File: src/rtl/w5300_socket_array_conf_pkg.sv
`default_nettype none
// ============================================================================
// Module      : w5300_socket_array_conf_pkg
// Description : W5300 socket register map, command/status codes and mode enum.
// Revision    : 1.0 - initial release
// ============================================================================
package w5300_socket_array_conf_pkg;

    typedef enum logic [1:0] {
        TCP_SERVER = 2'd0,
        TCP_CLIENT = 2'd1,
        UDP        = 2'd2,
        SKIP       = 2'd3
    } sock_mode_t;

    localparam logic       c_RD       = 1'b1;
    localparam logic       c_WR       = 1'b0;
    localparam logic [9:0] c_IDLE_REG = 10'h3FE;

    // Socket 0 register addresses; socket n is 0x40 higher per index
    localparam logic [9:0] c_SN_MR             = 10'h200;
    localparam logic [9:0] c_SN_CR             = 10'h202;
    localparam logic [9:0] c_SN_IMR            = 10'h204;
    localparam logic [9:0] c_SN_SSR            = 10'h208;
    localparam logic [9:0] c_SN_PORTR          = 10'h20A;
    localparam logic [9:0] c_SN_DPORTR         = 10'h212;
    localparam logic [9:0] c_SN_DIPR0          = 10'h214;
    localparam logic [9:0] c_SN_DIPR2          = 10'h216;
    localparam logic [9:0] c_SN_KPALVTR_PROTOR = 10'h21A;

    localparam logic [7:0] c_SN_MR_TCP   = 8'h01;
    localparam logic [7:0] c_SN_MR_P_UDP = 8'h02;
    localparam logic [7:0] c_SN_MR_ND    = 8'h20;

    localparam logic [7:0] c_SN_CR_OPEN    = 8'h01;
    localparam logic [7:0] c_SN_CR_LISTEN  = 8'h02;
    localparam logic [7:0] c_SN_CR_CONNECT = 8'h04;
    localparam logic [7:0] c_SN_CR_CLOSE   = 8'h10;

    localparam logic [7:0] c_SN_IMR_ALL = 8'h1F;

    localparam logic [7:0] c_SN_SSR_SOCK_INIT        = 8'h13;
    localparam logic [7:0] c_SN_SSR_SOCK_LISTEN      = 8'h14;
    localparam logic [7:0] c_SN_SSR_SOCK_ESTABLISHED = 8'h17;
    localparam logic [7:0] c_SN_SSR_SOCK_UDP         = 8'h22;

    function automatic logic [9:0] get_socket_n_reg(input logic [9:0] base,
                                                    input logic [2:0] sock_idx);
        return base + {1'b0, sock_idx, 6'b000000};
    endfunction

endpackage
`default_nettype wire

File: src/rtl/w5300_socket_array_conf_poll_timer.sv
`default_nettype none
// ============================================================================
// Module      : w5300_poll_timer
// Description : Saturating poll-cycle counter with clear, enable and overflow.
// Revision    : 1.0 - initial release
// ============================================================================
module w5300_poll_timer #(
    parameter int TIMEOUT = 50
) (
    input  logic clk,
    input  logic rst,
    input  logic clear,
    input  logic enable,
    output logic overflow
);

    localparam int c_CNT_W = (TIMEOUT > 0) ? $clog2(TIMEOUT + 1) : 1;
    localparam logic [c_CNT_W-1:0] c_LIMIT = c_CNT_W'(TIMEOUT);

    logic [c_CNT_W-1:0] r_count;

    // Saturates at the limit so a long stall can never wrap back below it
    always_ff @(posedge clk) begin
        if (rst || clear) begin
            r_count <= '0;
        end else if (enable && (r_count != c_LIMIT)) begin
            r_count <= r_count + c_CNT_W'(1);
        end
    end

    assign overflow = (r_count >= c_LIMIT);

endmodule
`default_nettype wire

File: src/rtl/w5300_socket_array_conf.sv
`default_nettype none
// ============================================================================
// Module      : w5300_socket_array_conf
// Description : Sequentially opens N_SOCK W5300 sockets with per-socket retry.
// Revision    : 1.0 - initial release
// ============================================================================
module w5300_socket_array_conf
    import w5300_socket_array_conf_pkg::*;
#(
    parameter int          N_SOCK       = 2,
    parameter logic [15:0] MODES        = 16'h0000,
    parameter int          BASE_PORT    = 7000,
    parameter logic [31:0] DEST_IP      = 32'hC0A80164,
    parameter int          DEST_PORT    = 8000,
    parameter int          POLL_TIMEOUT = 50,
    parameter int          MAX_RETRY    = 3
) (
    input  logic              clk,
    input  logic              rst,
    input  logic              enable,
    input  logic              op_state,
    input  logic [15:0]       rd_data,
    output logic [10:0]       addr,
    output logic [15:0]       wr_data,
    output logic              done,
    output logic              error,
    output logic [N_SOCK-1:0] sock_ok
);

    localparam logic [3:0] c_ST_IDLE       = 4'd0;
    localparam logic [3:0] c_ST_PARAMS     = 4'd1;
    localparam logic [3:0] c_ST_OPEN       = 4'd2;
    localparam logic [3:0] c_ST_POLL_INIT  = 4'd3;
    localparam logic [3:0] c_ST_LISTEN     = 4'd4;
    localparam logic [3:0] c_ST_CONNECT    = 4'd5;
    localparam logic [3:0] c_ST_POLL_FINAL = 4'd6;
    localparam logic [3:0] c_ST_CLOSE      = 4'd7;
    localparam logic [3:0] c_ST_NEXT       = 4'd8;
    localparam logic [3:0] c_ST_DONE       = 4'd9;

    localparam int c_RETRY_W = (MAX_RETRY > 0) ? $clog2(MAX_RETRY + 1) : 1;
    localparam logic [c_RETRY_W-1:0] c_MAX_RETRY = c_RETRY_W'(MAX_RETRY);

    logic [3:0]           r_state;
    logic [3:0]           w_state_nxt;
    logic [2:0]           r_sock_idx;
    logic [2:0]           r_op_cnt;
    logic [c_RETRY_W-1:0] r_retry;
    logic                 r_error;
    logic [N_SOCK-1:0]    r_sock_ok;

    sock_mode_t        w_mode;
    logic              w_in_poll;
    logic              w_timer_clr;
    logic              w_timeout;
    logic              w_match;
    logic              w_params_last;
    logic              w_next_found;
    logic [2:0]        w_next_idx;
    logic [7:0]        w_target;
    logic [N_SOCK-1:0] w_sock_sel;
    logic [15:0]       w_mr_val;
    logic              w_rw;
    logic [9:0]        w_reg;

    assign w_mode        = sock_mode_t'(MODES[{r_sock_idx, 1'b0} +: 2]);
    assign w_in_poll     = (r_state == c_ST_POLL_INIT) || (r_state == c_ST_POLL_FINAL);
    assign w_timer_clr   = !w_in_poll;
    assign w_params_last = (w_mode == TCP_CLIENT) ? (r_op_cnt == 3'd6) : (r_op_cnt == 3'd3);
    assign w_mr_val      = (w_mode == UDP) ? {8'h00, c_SN_MR_P_UDP}
                                           : {8'h00, c_SN_MR_TCP | c_SN_MR_ND};

    always_comb begin
        w_target = c_SN_SSR_SOCK_INIT;
        if (r_state == c_ST_POLL_INIT) begin
            w_target = (w_mode == UDP) ? c_SN_SSR_SOCK_UDP : c_SN_SSR_SOCK_INIT;
        end else begin
            w_target = (w_mode == TCP_CLIENT) ? c_SN_SSR_SOCK_ESTABLISHED
                                              : c_SN_SSR_SOCK_LISTEN;
        end
    end

    assign w_match = op_state && w_in_poll && (rd_data == {8'h00, w_target});

    // Lowest-numbered non-skipped socket above the current one
    always_comb begin
        w_next_found = 1'b0;
        w_next_idx   = r_sock_idx;
        for (int i = N_SOCK - 1; i >= 0; i--) begin
            if ((i > int'(r_sock_idx)) && (sock_mode_t'(MODES[2*i +: 2]) != SKIP)) begin
                w_next_found = 1'b1;
                w_next_idx   = 3'(i);
            end
        end
    end

    always_comb begin
        w_sock_sel = '0;
        for (int i = 0; i < N_SOCK; i++) begin
            w_sock_sel[i] = (3'(i) == r_sock_idx);
        end
    end

    w5300_poll_timer #(
        .TIMEOUT (POLL_TIMEOUT)
    ) u_poll_timer (
        .clk      (clk),
        .rst      (rst),
        .clear    (w_timer_clr),
        .enable   (w_in_poll),
        .overflow (w_timeout)
    );

    always_ff @(posedge clk) begin
        if (rst) begin
            r_state <= c_ST_IDLE;
        end else begin
            r_state <= w_state_nxt;
        end
    end

    // A status match outranks a simultaneous timeout
    always_comb begin
        w_state_nxt = r_state;
        case (r_state)
            c_ST_IDLE: begin
                if (enable) begin
                    w_state_nxt = (w_mode == SKIP) ? c_ST_NEXT : c_ST_PARAMS;
                end
            end
            c_ST_PARAMS: begin
                if (op_state && w_params_last) w_state_nxt = c_ST_OPEN;
            end
            c_ST_OPEN: begin
                if (op_state) w_state_nxt = c_ST_POLL_INIT;
            end
            c_ST_POLL_INIT: begin
                if (w_match) begin
                    if (w_mode == UDP)             w_state_nxt = c_ST_NEXT;
                    else if (w_mode == TCP_CLIENT) w_state_nxt = c_ST_CONNECT;
                    else                           w_state_nxt = c_ST_LISTEN;
                end else if (w_timeout) begin
                    w_state_nxt = c_ST_CLOSE;
                end
            end
            c_ST_LISTEN, c_ST_CONNECT: begin
                if (op_state) w_state_nxt = c_ST_POLL_FINAL;
            end
            c_ST_POLL_FINAL: begin
                if (w_match)        w_state_nxt = c_ST_NEXT;
                else if (w_timeout) w_state_nxt = c_ST_CLOSE;
            end
            c_ST_CLOSE: begin
                if (op_state) begin
                    w_state_nxt = (r_retry < c_MAX_RETRY) ? c_ST_PARAMS : c_ST_NEXT;
                end
            end
            c_ST_NEXT: begin
                w_state_nxt = w_next_found ? c_ST_PARAMS : c_ST_DONE;
            end
            c_ST_DONE: begin
                w_state_nxt = c_ST_DONE;
            end
            default: begin
                w_state_nxt = c_ST_IDLE;
            end
        endcase
    end

    always_ff @(posedge clk) begin
        if (rst) begin
            r_sock_idx <= '0;
            r_op_cnt   <= '0;
            r_retry    <= '0;
            r_error    <= 1'b0;
            r_sock_ok  <= '0;
        end else begin
            case (r_state)
                c_ST_PARAMS: begin
                    if (op_state) r_op_cnt <= w_params_last ? 3'd0 : r_op_cnt + 3'd1;
                end
                c_ST_POLL_INIT: begin
                    if (w_match && (w_mode == UDP)) r_sock_ok <= r_sock_ok | w_sock_sel;
                end
                c_ST_POLL_FINAL: begin
                    if (w_match) r_sock_ok <= r_sock_ok | w_sock_sel;
                end
                c_ST_CLOSE: begin
                    if (op_state) begin
                        if (r_retry < c_MAX_RETRY) begin
                            r_retry <= r_retry + c_RETRY_W'(1);
                        end else begin
                            r_error   <= 1'b1;
                            r_sock_ok <= r_sock_ok & ~w_sock_sel;
                        end
                    end
                end
                c_ST_NEXT: begin
                    r_retry <= '0;
                    if (w_next_found) r_sock_idx <= w_next_idx;
                end
                default: begin
                end
            endcase
        end
    end

    always_comb begin
        w_rw    = c_RD;
        w_reg   = c_IDLE_REG;
        wr_data = '0;
        done    = 1'b0;
        case (r_state)
            c_ST_PARAMS: begin
                w_rw = c_WR;
                case (r_op_cnt)
                    3'd0: begin
                        w_reg   = get_socket_n_reg(c_SN_MR, r_sock_idx);
                        wr_data = w_mr_val;
                    end
                    3'd1: begin
                        w_reg   = get_socket_n_reg(c_SN_PORTR, r_sock_idx);
                        wr_data = 16'(BASE_PORT) + {13'd0, r_sock_idx};
                    end
                    3'd2: begin
                        w_reg   = get_socket_n_reg(c_SN_IMR, r_sock_idx);
                        wr_data = {8'h00, c_SN_IMR_ALL};
                    end
                    3'd3: begin
                        w_reg   = get_socket_n_reg(c_SN_KPALVTR_PROTOR, r_sock_idx);
                        wr_data = {8'd1, 8'd1};
                    end
                    3'd4: begin
                        w_reg   = get_socket_n_reg(c_SN_DIPR0, r_sock_idx);
                        wr_data = DEST_IP[31:16];
                    end
                    3'd5: begin
                        w_reg   = get_socket_n_reg(c_SN_DIPR2, r_sock_idx);
                        wr_data = DEST_IP[15:0];
                    end
                    default: begin
                        w_reg   = get_socket_n_reg(c_SN_DPORTR, r_sock_idx);
                        wr_data = 16'(DEST_PORT);
                    end
                endcase
            end
            c_ST_OPEN: begin
                w_rw    = c_WR;
                w_reg   = get_socket_n_reg(c_SN_CR, r_sock_idx);
                wr_data = {8'h00, c_SN_CR_OPEN};
            end
            c_ST_LISTEN: begin
                w_rw    = c_WR;
                w_reg   = get_socket_n_reg(c_SN_CR, r_sock_idx);
                wr_data = {8'h00, c_SN_CR_LISTEN};
            end
            c_ST_CONNECT: begin
                w_rw    = c_WR;
                w_reg   = get_socket_n_reg(c_SN_CR, r_sock_idx);
                wr_data = {8'h00, c_SN_CR_CONNECT};
            end
            c_ST_CLOSE: begin
                w_rw    = c_WR;
                w_reg   = get_socket_n_reg(c_SN_CR, r_sock_idx);
                wr_data = {8'h00, c_SN_CR_CLOSE};
            end
            c_ST_POLL_INIT, c_ST_POLL_FINAL: begin
                w_reg = get_socket_n_reg(c_SN_SSR, r_sock_idx);
            end
            c_ST_DONE: begin
                done = 1'b1;
            end
            default: begin
            end
        endcase
        addr = {w_rw, w_reg};
    end

    assign error   = r_error;
    assign sock_ok = r_sock_ok;

endmodule
`default_nettype wire

File: config.mk
export PLATFORM = sky130hd
export DESIGN_NAME = w5300_socket_array_conf
export DESIGN_NICKNAME = d
export VERILOG_FILES = /design/src/rtl/w5300_socket_array_conf_pkg.sv /design/src/rtl/w5300_socket_array_conf_poll_timer.sv /design/src/rtl/w5300_socket_array_conf.sv
export SDC_FILE = /design/constraint.sdc
export NUM_CORES = 1
export LEC_CHECK = 0
export CAP_MARGIN = 40
export CORE_MARGIN = 3
export CORE_UTILIZATION = 46
export DETAILED_ROUTE_END_ITERATION = 16
export HOLD_SLACK_MARGIN = 0.12
export PLACE_DENSITY = 0.8
export RECOVER_POWER = 50
export SLEW_MARGIN = 0
export SYNTH_ARGS = -nofsm -noshare
export SYNTH_HDL_FRONTEND = slang
export SYNTH_SLANG_ARGS = --single-unit
File: constraint.sdc
create_clock -name clk -period 2.5 [get_ports clk]
set_input_delay 0.625 -clock clk [delete_from_list [all_inputs] [get_ports clk]]
set_output_delay 0.625 -clock clk [all_outputs]
set_load 0.005 [all_outputs]
## After elaboration in Yosys (flattened, before gate mapping)

Index checks and enable logic that the tools add are counted.
W data, S select, Z words.

- Bits in registers: 19
- Latch bits: 0
- Bits in writable memories: 0
- Bits in read-only memories: 0
- Output and inout bits: 31
- Logic and storage cells: 115
- Memories: 0

- Add/subtract/negate cells: 13
- $mul: 0
- Div/mod/pow operators: 0
- Order comparisons: 3
- Equality and inequality tests: 29
- Shifts and indexed selects: 1
- Multiplexer cells: 35
- Bitwise gates (word level): 4
- Reduce and logical (&&, ||, !) cells: 23

Operators by type and width:

| cell | number |
|---|---|
| $pmux W16 S6 | 1 |
| $add A10 B7 Y10 const A | 9 |
| $pmux W16 S5 | 1 |
| $pmux W10 S6 | 1 |
| $mux W4 | 12 |
| $pmux W4 S9 | 1 |
| $pmux W10 S3 | 1 |
| $mux W6 | 3 |
| $eq A16 B8 Y1 | 1 |
| $eq A4 B3 Y1 const B | 4 |
| $ne A2 B2 Y1 const B | 8 |
| $shiftx A16 B3 Y2 const A | 1 |
| $add A13 B1 Y14 const A | 1 |
| $mux W2 | 7 |
| $reduce_and A5 Y1 | 2 |
| $eq A3 B3 Y1 const B | 3 |
| $reduce_and A3 Y1 | 3 |
| $eq A4 B2 Y1 const B | 2 |
| $eq A4 B4 Y1 const B | 2 |
| $add A6 B1 Y6 const B | 1 |
| $eq A3 B2 Y1 const B | 2 |
| $ge A6 B6 Y1 const B | 1 |
| $logic_not A3 Y1 | 2 |
| $ne A6 B6 Y1 const B | 1 |
| other kinds (27) | 38 |

## Depth between registers and ports, before layout

Gate-level depths: netlist of run 1.

- Word-level depth: 9
- Depth in mapped cells: 8
- Depth with buffers taken out: 7

## Hierarchy

A second synthesis of run 1 with hierarchy kept.

- Cells, all modules: 207
- Area total of the unflattened synthesis: 1537.7 um^2

Modules (own cells, without submodules):

| module | times used | cells an instance | area an instance (um^2) | seq. area each (um^2) |
|---|---|---|---|---|
| w5300_socket_array_conf | 1 | 170 | 1226.2 | 260.2 |
| w5300_poll_timer | 1 | 37 | 311.5 | 120.1 |

## Least setup slack after synthesis of run 1

Ideal clock, no wire load.

- Path type: reg2out
- Start: register r_state[2]
- End: output wr_data[11]
- Data arrival time: 1667 ps
- Required time: 1875 ps
- Setup slack: 208 ps
- Cell stages (with the launch flop): 6
- Cell sequence: dfxtp_1 buf_6 or4b_4 clkbuf_1 a211oi_1 buf_4

- Longest elaborated chain between the ends: 2
- Elaborated cells on any way between the ends: 6

RTL lines:

| item | RTL line | RTL |
|---|---|---|
| from (decl) | w5300_socket_array_conf.sv:44 | `logic [3:0] r_state;` |
| from (signal assigned) | w5300_socket_array_conf.sv:116 | `r_state <= c_ST_IDLE;` |
| from (signal assigned) | w5300_socket_array_conf.sv:118 | `r_state <= w_state_nxt;` |
| $eq A4 B3 Y1, or another cell as far along | w5300_socket_array_conf.sv:213 | `case (r_state)` |
| $pmux W16 S5 * | w5300_socket_array_conf.sv:213 |  |
| to (decl) | w5300_socket_array_conf.sv:24 | `output logic [15:0] wr_data,` |

Every way passes the cells marked *; elsewhere a longest branch is shown, timed or not.

## Worst setup path after layout of run 1

- Start: register r_op_cnt[1]
- End: output wr_data[0]

- Longest elaborated chain between the ends: 3
- Elaborated cells on any way between the ends: 8

RTL lines:

| item | RTL line | RTL |
|---|---|---|
| from (decl) | w5300_socket_array_conf.sv:47 | `logic [2:0] r_op_cnt;` |
| from (signal assigned) | w5300_socket_array_conf.sv:180 | `if (op_state) r_op_cnt <= w_params_last ? 3'd0 : r_op_cnt + 3'd1;` |
| $eq A3 B3 Y1, or another cell as far along | w5300_socket_array_conf.sv:216 | `case (r_op_cnt)` |
| $pmux W16 S6 * | w5300_socket_array_conf.sv:216 |  |
| $pmux W16 S5 * | w5300_socket_array_conf.sv:213 |  |

Marked as above.

==> results.sh, run 1 <==
export IMPL_rows=20
export IMPL_seq_area_frac_synth_pct=25.0
export IMPL_avgRoutedWirePerCell_um=15.8
export IMPL_worstHoldStart="error"
export IMPL_path_cells="buf_4, ha_4, a2111oi_4, nor3_2, a21oi_1, nor3_1, dlygate4sd2_1"
export IMPL_min_period_over_period_pct=98.8
export IMPL_drt_iter0_drc=105
export IMPL_yosys_warnings=0
export IMPL_vias=1808
export IMPL_async_flop_share_pct=0
export IMPL_worstReg2RegStart="r_state[2]"
export IMPL_dp_hpwl_um=3220
export IMPL_timing_final_crit_period_ns=2.47
export IMPL_seq_area_um2=392
export IMPL_rr_worst_depth=7
export IMPL_cts_root_buffer="clkbuf_4"
export IMPL_grt_pass1_vias=1791
export IMPL_core_area_um2=3100
export IMPL_initial_core_util_pct=49.1
export IMPL_synth_enable_flop_cells=0
export IMPL_insertion_delay_ns=0.29
export IMPL_hold_path_class="flop to flop"
export IMPL_synth_distinct_cells=48
export IMPL_grt_use_total_pct=23.5
export IMPL_grt_setup_unrepaired="true"
export IMPL_routed_wl_um=5090
export IMPL_worstSetupStartpoint="r_op_cnt[1]"
export IMPL_critPathSlowestCell="dfxtp_4"
export IMPL_maxSlewViolCount=0
export IMPL_cts_tree="built"
export IMPL_max_cap_violations=0
export IMPL_final_nets=306
export IMPL_finalHoldViolCount=0
export IMPL_timing_rr_end="r_state[2]"
export IMPL_yosys_top_cells_area="dfxtp_1 (25%), nor2_1 (7.9%), ha_1 (5.8%), buf_4 (4.9%), a21oi_1 (4.3%)"
export IMPL_diodes=0
export IMPL_ant_nets=0
export IMPL_fin_util_pct=76.4
export IMPL_endpoint_kind="output port"
export IMPL_grt_pass1_wl_um=7830
export IMPL_fin_ws_ns=0.0306
export IMPL_setup_viol=0
export IMPL_antenna_found_initial=0
export IMPL_yosysTopAreaCell="dfxtp_1"
export IMPL_endpoint="wr_data[0]"
export IMPL_finClkSkew_ns=0.00574
export IMPL_power_leakage_nw=0.970
export IMPL_worstPathRequired_ns=1.88
export IMPL_drive_gt1_share_pct=30.6
export IMPL_gp_congestion=0.912
export IMPL_cts_sinks=19
export IMPL_yosys_most_used_dff="dfxtp_1"
export IMPL_numCtsBuffers=3
export IMPL_cp_max_fo=5
export IMPL_dp_slack_ns=-0.0271
export IMPL_grt_max_degree=16
export IMPL_yosys_area_top_type_share_pct=25.0
export IMPL_drt_vias_per_instance=5.61
export IMPL_synth_cells=211
export IMPL_worstPathArrival_ns=1.84
export IMPL_ys_seq_elements=19
export IMPL_cp_start_kind="flop"
export IMPL_die_x_um=63.5
export IMPL_slew_headroom_pct=59.5
export IMPL_path_class="flop to output port"
export IMPL_dr_pass1_iters=4
export IMPL_status="finished, final reports clean"
export IMPL_htreeDepth=1
export IMPL_grt_overflow=0
export IMPL_die_area_um2=4040
export IMPL_cts_path_max_buffers=2
export IMPL_area_growth_pct=55.6
export IMPL_slowest_delay_ns=0.39
export IMPL_tightest_slew_ns=0.603
export IMPL_multi_input_area_um2=1150
export IMPL_netlist_area_um2=1520
export IMPL_fmax_mhz=405
export IMPL_power_density_nw_per_um2=629
export IMPL_whs_ns=0.470
export IMPL_drcViolationCount=0
export IMPL_ios=51
export IMPL_reg2reg_setup_slack_ns=0.54
export IMPL_portBuffers=47
export IMPL_syn_area_per_cell_um2=7.22
export IMPL_ir_drop_v=0.000445
export IMPL_die_h_um=63.5
export IMPL_nFillCells=240
export IMPL_clk_pin_slew_ns=0.11
## cell type report
type	instances	share of cell area (%)
clock buffer	4	1.11
tap	44	2.32
sequential	19	16.5
multi-input combinational	161	48.5
inverter	10	1.80
timing repair buffer	84	29.7
## power breakdown
group | switching [mW] | internal [mW] | leakage, nW
logic | 0.483 | 0.514 | 0.798
clock network | 0.0917 | 0.0621 | 0.0150
registers | 0.0178 | 0.323 | 0.157
total | 0.592 | 0.899 | 0.970
## Yosys cell counts, drive strengths merged (5+ instances only)
| cell | number |
|---|---|
| a21oi | 14 |
| ha | 7 |
| nand3 | 8 |
| o21ai | 10 |
| nand2 | 14 |
| buf | 13 |
| nand4 | 5 |
| nor3 | 13 |
| nor2 | 32 |
| inv | 10 |
| dfxtp | 19 |
| clkbuf | 9 |
## cells in the final DEF (no fill, tap or decap), types with 3 or more instances in the layout
cell	instances
dfxtp_2	3
clkbuf_4	3
xor2_1	3
nand4_1	5
conb_1	3
dlygate4sd2_1	12
buf_6	7
inv_1	7
nand2_1	13
clkbuf_2	10
o21ai_1	4
nand3_1	8
o21ai_0	6
mux2i_1	3
ha_1	3
clkdlybuf4s50_1	23
buf_4	29
dfxtp_1	14
nor3_1	7
nor3_2	4
o21a_1	4
ha_4	4
and3_1	3
nor2_1	30
a21oi_1	13
## how the worst min path moves through the flow
stage	endpoint	slack, ns	cells past startpoint
after detailed placement	error	0.45	2
after global routing	r_retry[1]	0.52	2
after global placement	error	0.44	2
after CTS	error	0.47	2
after floorplan	error	0.44	2
final	error	0.47	2
## critical path: cells and delay by family, from the launching register on
| family | cells | cell delay [ns] |
|---|---|---|
| buf+inv | 2 | 0.41 |
| fa+ha+maj | 1 | 0.18 |
| simple gates | 2 | 0.14 |
| flops | 1 | 0.39 |
| compound gates | 2 | 0.44 |
## through the flow
stage | cells | TNS [ns] | power, mW | cell area [um2]
floorplan | 212 | 0 | 0.771 | 1530
global placement | 300 | 0 | 1.12 | 2070
detailed placement | 300 | -0.0543 | 1.13 | 2070
CTS | 313 | -0.0539 | 1.31 | 2240
global route | 322 | -0.209 | 1.60 | 2370
finish | 322 | 0 | 1.49 | 2370
## metal layers
| metal | vias to the layer above | routed length, um | global-route usage [%] |
|---|---|---|---|
| met4 | 0 | 95 | 7.82 |
| met1 | 857 | 2050 | 26.8 |
| li1 | 873 | - | - |
| met5 | - | 0 | 0 |
| met2 | 68 | 2690 | 43.3 |
| met3 | 10 | 249 | 4.46 |
## cell families (layout without fill, tap and decap cells)
family	after synthesis	count (layout)	share of synthesized area, %
AOI/OAI and AO/OA	45	45	19.5
xor gates and xnor gates	6	6	3.45
adders and majority gates	7	7	5.75
buffers and inverters	32	98	10.9
DFF	19	19	25.0
muxes	4	4	2.71
other	2	3	0.493
and+or+nand+nor	96	96	32.2
## timing repair
action                                  4_1_cts  5_1_grt
hold endpoints to repair                      0        0
pin swaps                                     5       11
endpoints found under the setup margin       24       16
hold buffers                                  0        0
gates cloned                                  1        0
setup buffers                                 8        9
gates resized for setup                      55       47
Power figures use the tool's default switching activity.
==> run 2, diff against run 1 <==
SETUP_SLACK_MARGIN = 0.1   (was default)
==> run 2 against run 1 <==
Net effect:
- wire length down 1.7%
- utilization is 0.12 points higher
- clock skew increased by 0.0064 ns
- sequential power about the same
- total power rose by 3.2%
- non-clock buffer count decreased by 3
- clock power up 3%
- global-route usage is 1.6 points higher
- first-iteration DRC count shrank 1.9%
- fmax rose by 0.70%
- die area stayed put
- critical path type unchanged
- largest cell class unchanged
- largest power group unchanged
==> results.sh, run 2 (synthesis results as in run 1) <==
export IMPL_cp_start_kind="flop"
export IMPL_hold_path_class="flop to flop"
export IMPL_drive_gt1_share_pct=30.9
export IMPL_initial_core_util_pct=49.1
export IMPL_fin_cells=319
export IMPL_timing_final_crit_period_ns=2.45
export IMPL_p_comb_share_pct=67.7
export IMPL_rows=20
export IMPL_worstPathRequired_ns=1.88
export IMPL_clk_pin_slew_ns=0.12
export IMPL_cp_max_fo=3
export IMPL_drt_vias_per_instance=5.58
export IMPL_path_class="flop to output port"
export IMPL_core_area_um2=3100
export IMPL_htreeDepth=1
export IMPL_final_common_cell="nor2_1"
export IMPL_placed_cell_area_um2=2070
export IMPL_insertion_delay_ns=0.30
export IMPL_area_growth_pct=55.9
export IMPL_power_leakage_nw=0.966
export IMPL_grt_overflow=0
export IMPL_gp_congestion=0.912
export IMPL_die_area_um2=4040
export IMPL_ant_nets=0
export IMPL_endpoint_kind="output port"
export IMPL_antenna_found_initial=0
export IMPL_stdcell_area_um2=2370
export IMPL_critPathSlowestCell="or4b_4"
export IMPL_portBuffers=47
export IMPL_dp_hpwl_um=3220
export IMPL_power_density_nw_per_um2=648
export IMPL_grt_setup_unrepaired="true"
export IMPL_numCtsBuffers=3
export IMPL_drcViolationCount=0
export IMPL_whs_ns=0.464
export IMPL_avgRoutedWirePerCell_um=15.7
export IMPL_setup_viol=0
export IMPL_p_sw_uw=615
export IMPL_cts_path_max_buffers=2
export IMPL_dr_pass1_iters=4
export IMPL_swShare_pct=40.0
export IMPL_dp_slack_ns=-0.0271
export IMPL_vias=1781
export IMPL_grt_pass1_vias=1802
export IMPL_ios=51
export IMPL_min_period_over_period_pct=98.1
export IMPL_final_nets=303
export IMPL_fin_tns_setup_ns=0
export IMPL_die_x_um=63.5
export IMPL_fmax_mhz=408
export IMPL_worstPathArrival_ns=1.83
export IMPL_grt_pass1_wl_um=8250
export IMPL_drt_iter0_drc=103
export IMPL_grt_use_total_pct=25.1
export IMPL_layout_cells_most_common_list="nor2_1 (28), buf_4 (19), clkdlybuf4s50_1 (18), dfxtp_1 (15), a21oi_1 (14)"
export IMPL_tightest_slew_ns=0.567
export IMPL_finalHoldViolCount=0
export IMPL_grt_max_degree=16
export IMPL_status="finished, final reports clean"
export IMPL_max_cap_violations=0
export IMPL_pwr_share_clk_pct=10.3
export IMPL_crit_path_frequent_cell="buf_6"
export IMPL_slowest_delay_ns=0.57
export IMPL_maxSlewViolCount=0
export IMPL_ir_drop_v=0.000464
export IMPL_routed_wl_um=5000
export IMPL_slew_headroom_pct=61.9
export IMPL_fin_util_pct=76.5
export IMPL_power_mw=1.54
export IMPL_cts_tree="built"
export IMPL_diodes=0
export IMPL_fin_ws_ns=0.0477
export IMPL_die_h_um=63.5
export IMPL_path_cells="or4b_4, buf_6, buf_6, nor4_2, buf_2"
export IMPL_pwr_share_seq_pct=22.0
export IMPL_cts_sinks=19
export IMPL_finClkSkew_ns=0.0122
export IMPL_cts_root_buffer="clkbuf_4"
export IMPL_p_int_uw=924
export IMPL_dp_cells=300
[run 2: cell types whose count changed in the layout (fill, tap and decap cells not counted), sizes merged]
cell / change
dlygate4sd3: +5
clkdlybuf4s50: -5
buf: +2
dlymetal6s2s: +1
clkdlybuf4s15: +3
dlygate4sd2: -9
[run 2: what timing repair did]
| item | 4_1_cts | 5_1_grt |
|---|---|---|
| gates cloned | 1 | 0 |
| hold buffers | 0 | 0 |
| setup endpoints to repair | 25 | 24 |
| buffers inserted | 12 | 3 |
| gates resized for setup | 91 | 41 |
| pin swaps | 7 | 7 |
[run 2: path summary, 6_finish.rpt]
check             start          end  slack (ns)  depth (start not counted)
max          r_state[1]  wr_data[10]        0.05                          5
min               error        error        0.46                          2
max reg2reg  r_state[2]   r_state[0]        0.47                          7
min reg2reg       error        error        0.46                          2
[run 2: per-layer routing]
layer  track usage, %  wire (um)
met2             46.8       2670
met4             8.89         63
met3             3.74        244
met5                0          0
met1             28.5       2020
[run 2: area by class of cell]
cell class                 count  area, um2
inverter                      10       37.5
sequential                    19        388
multi-input combinational    161       1170
fill                         240        729
timing repair buffer          81        696
clock buffer                   4       26.3
tap                           44       55.1
[run 2: critical path, delay by kind of cell (launching register included)]
kind,cells,cell delay [ns]
AND/OR/NAND/NOR,2,0.78
buffers and inverters,3,0.41
flip-flops,1,0.34
[run 2: power by group through the flow]
stage	Clock [mW]	Combinational [mW]	Sequential, mW
3_3_place_gp	0	0.787	0.338
5_1_grt	0.181	1.13	0.339
6_report	0.159	1.04	0.338
3_5_place_dp	0	0.796	0.338
4_1_cts	0.158	0.947	0.336
2_1_floorplan	0	0.426	0.346
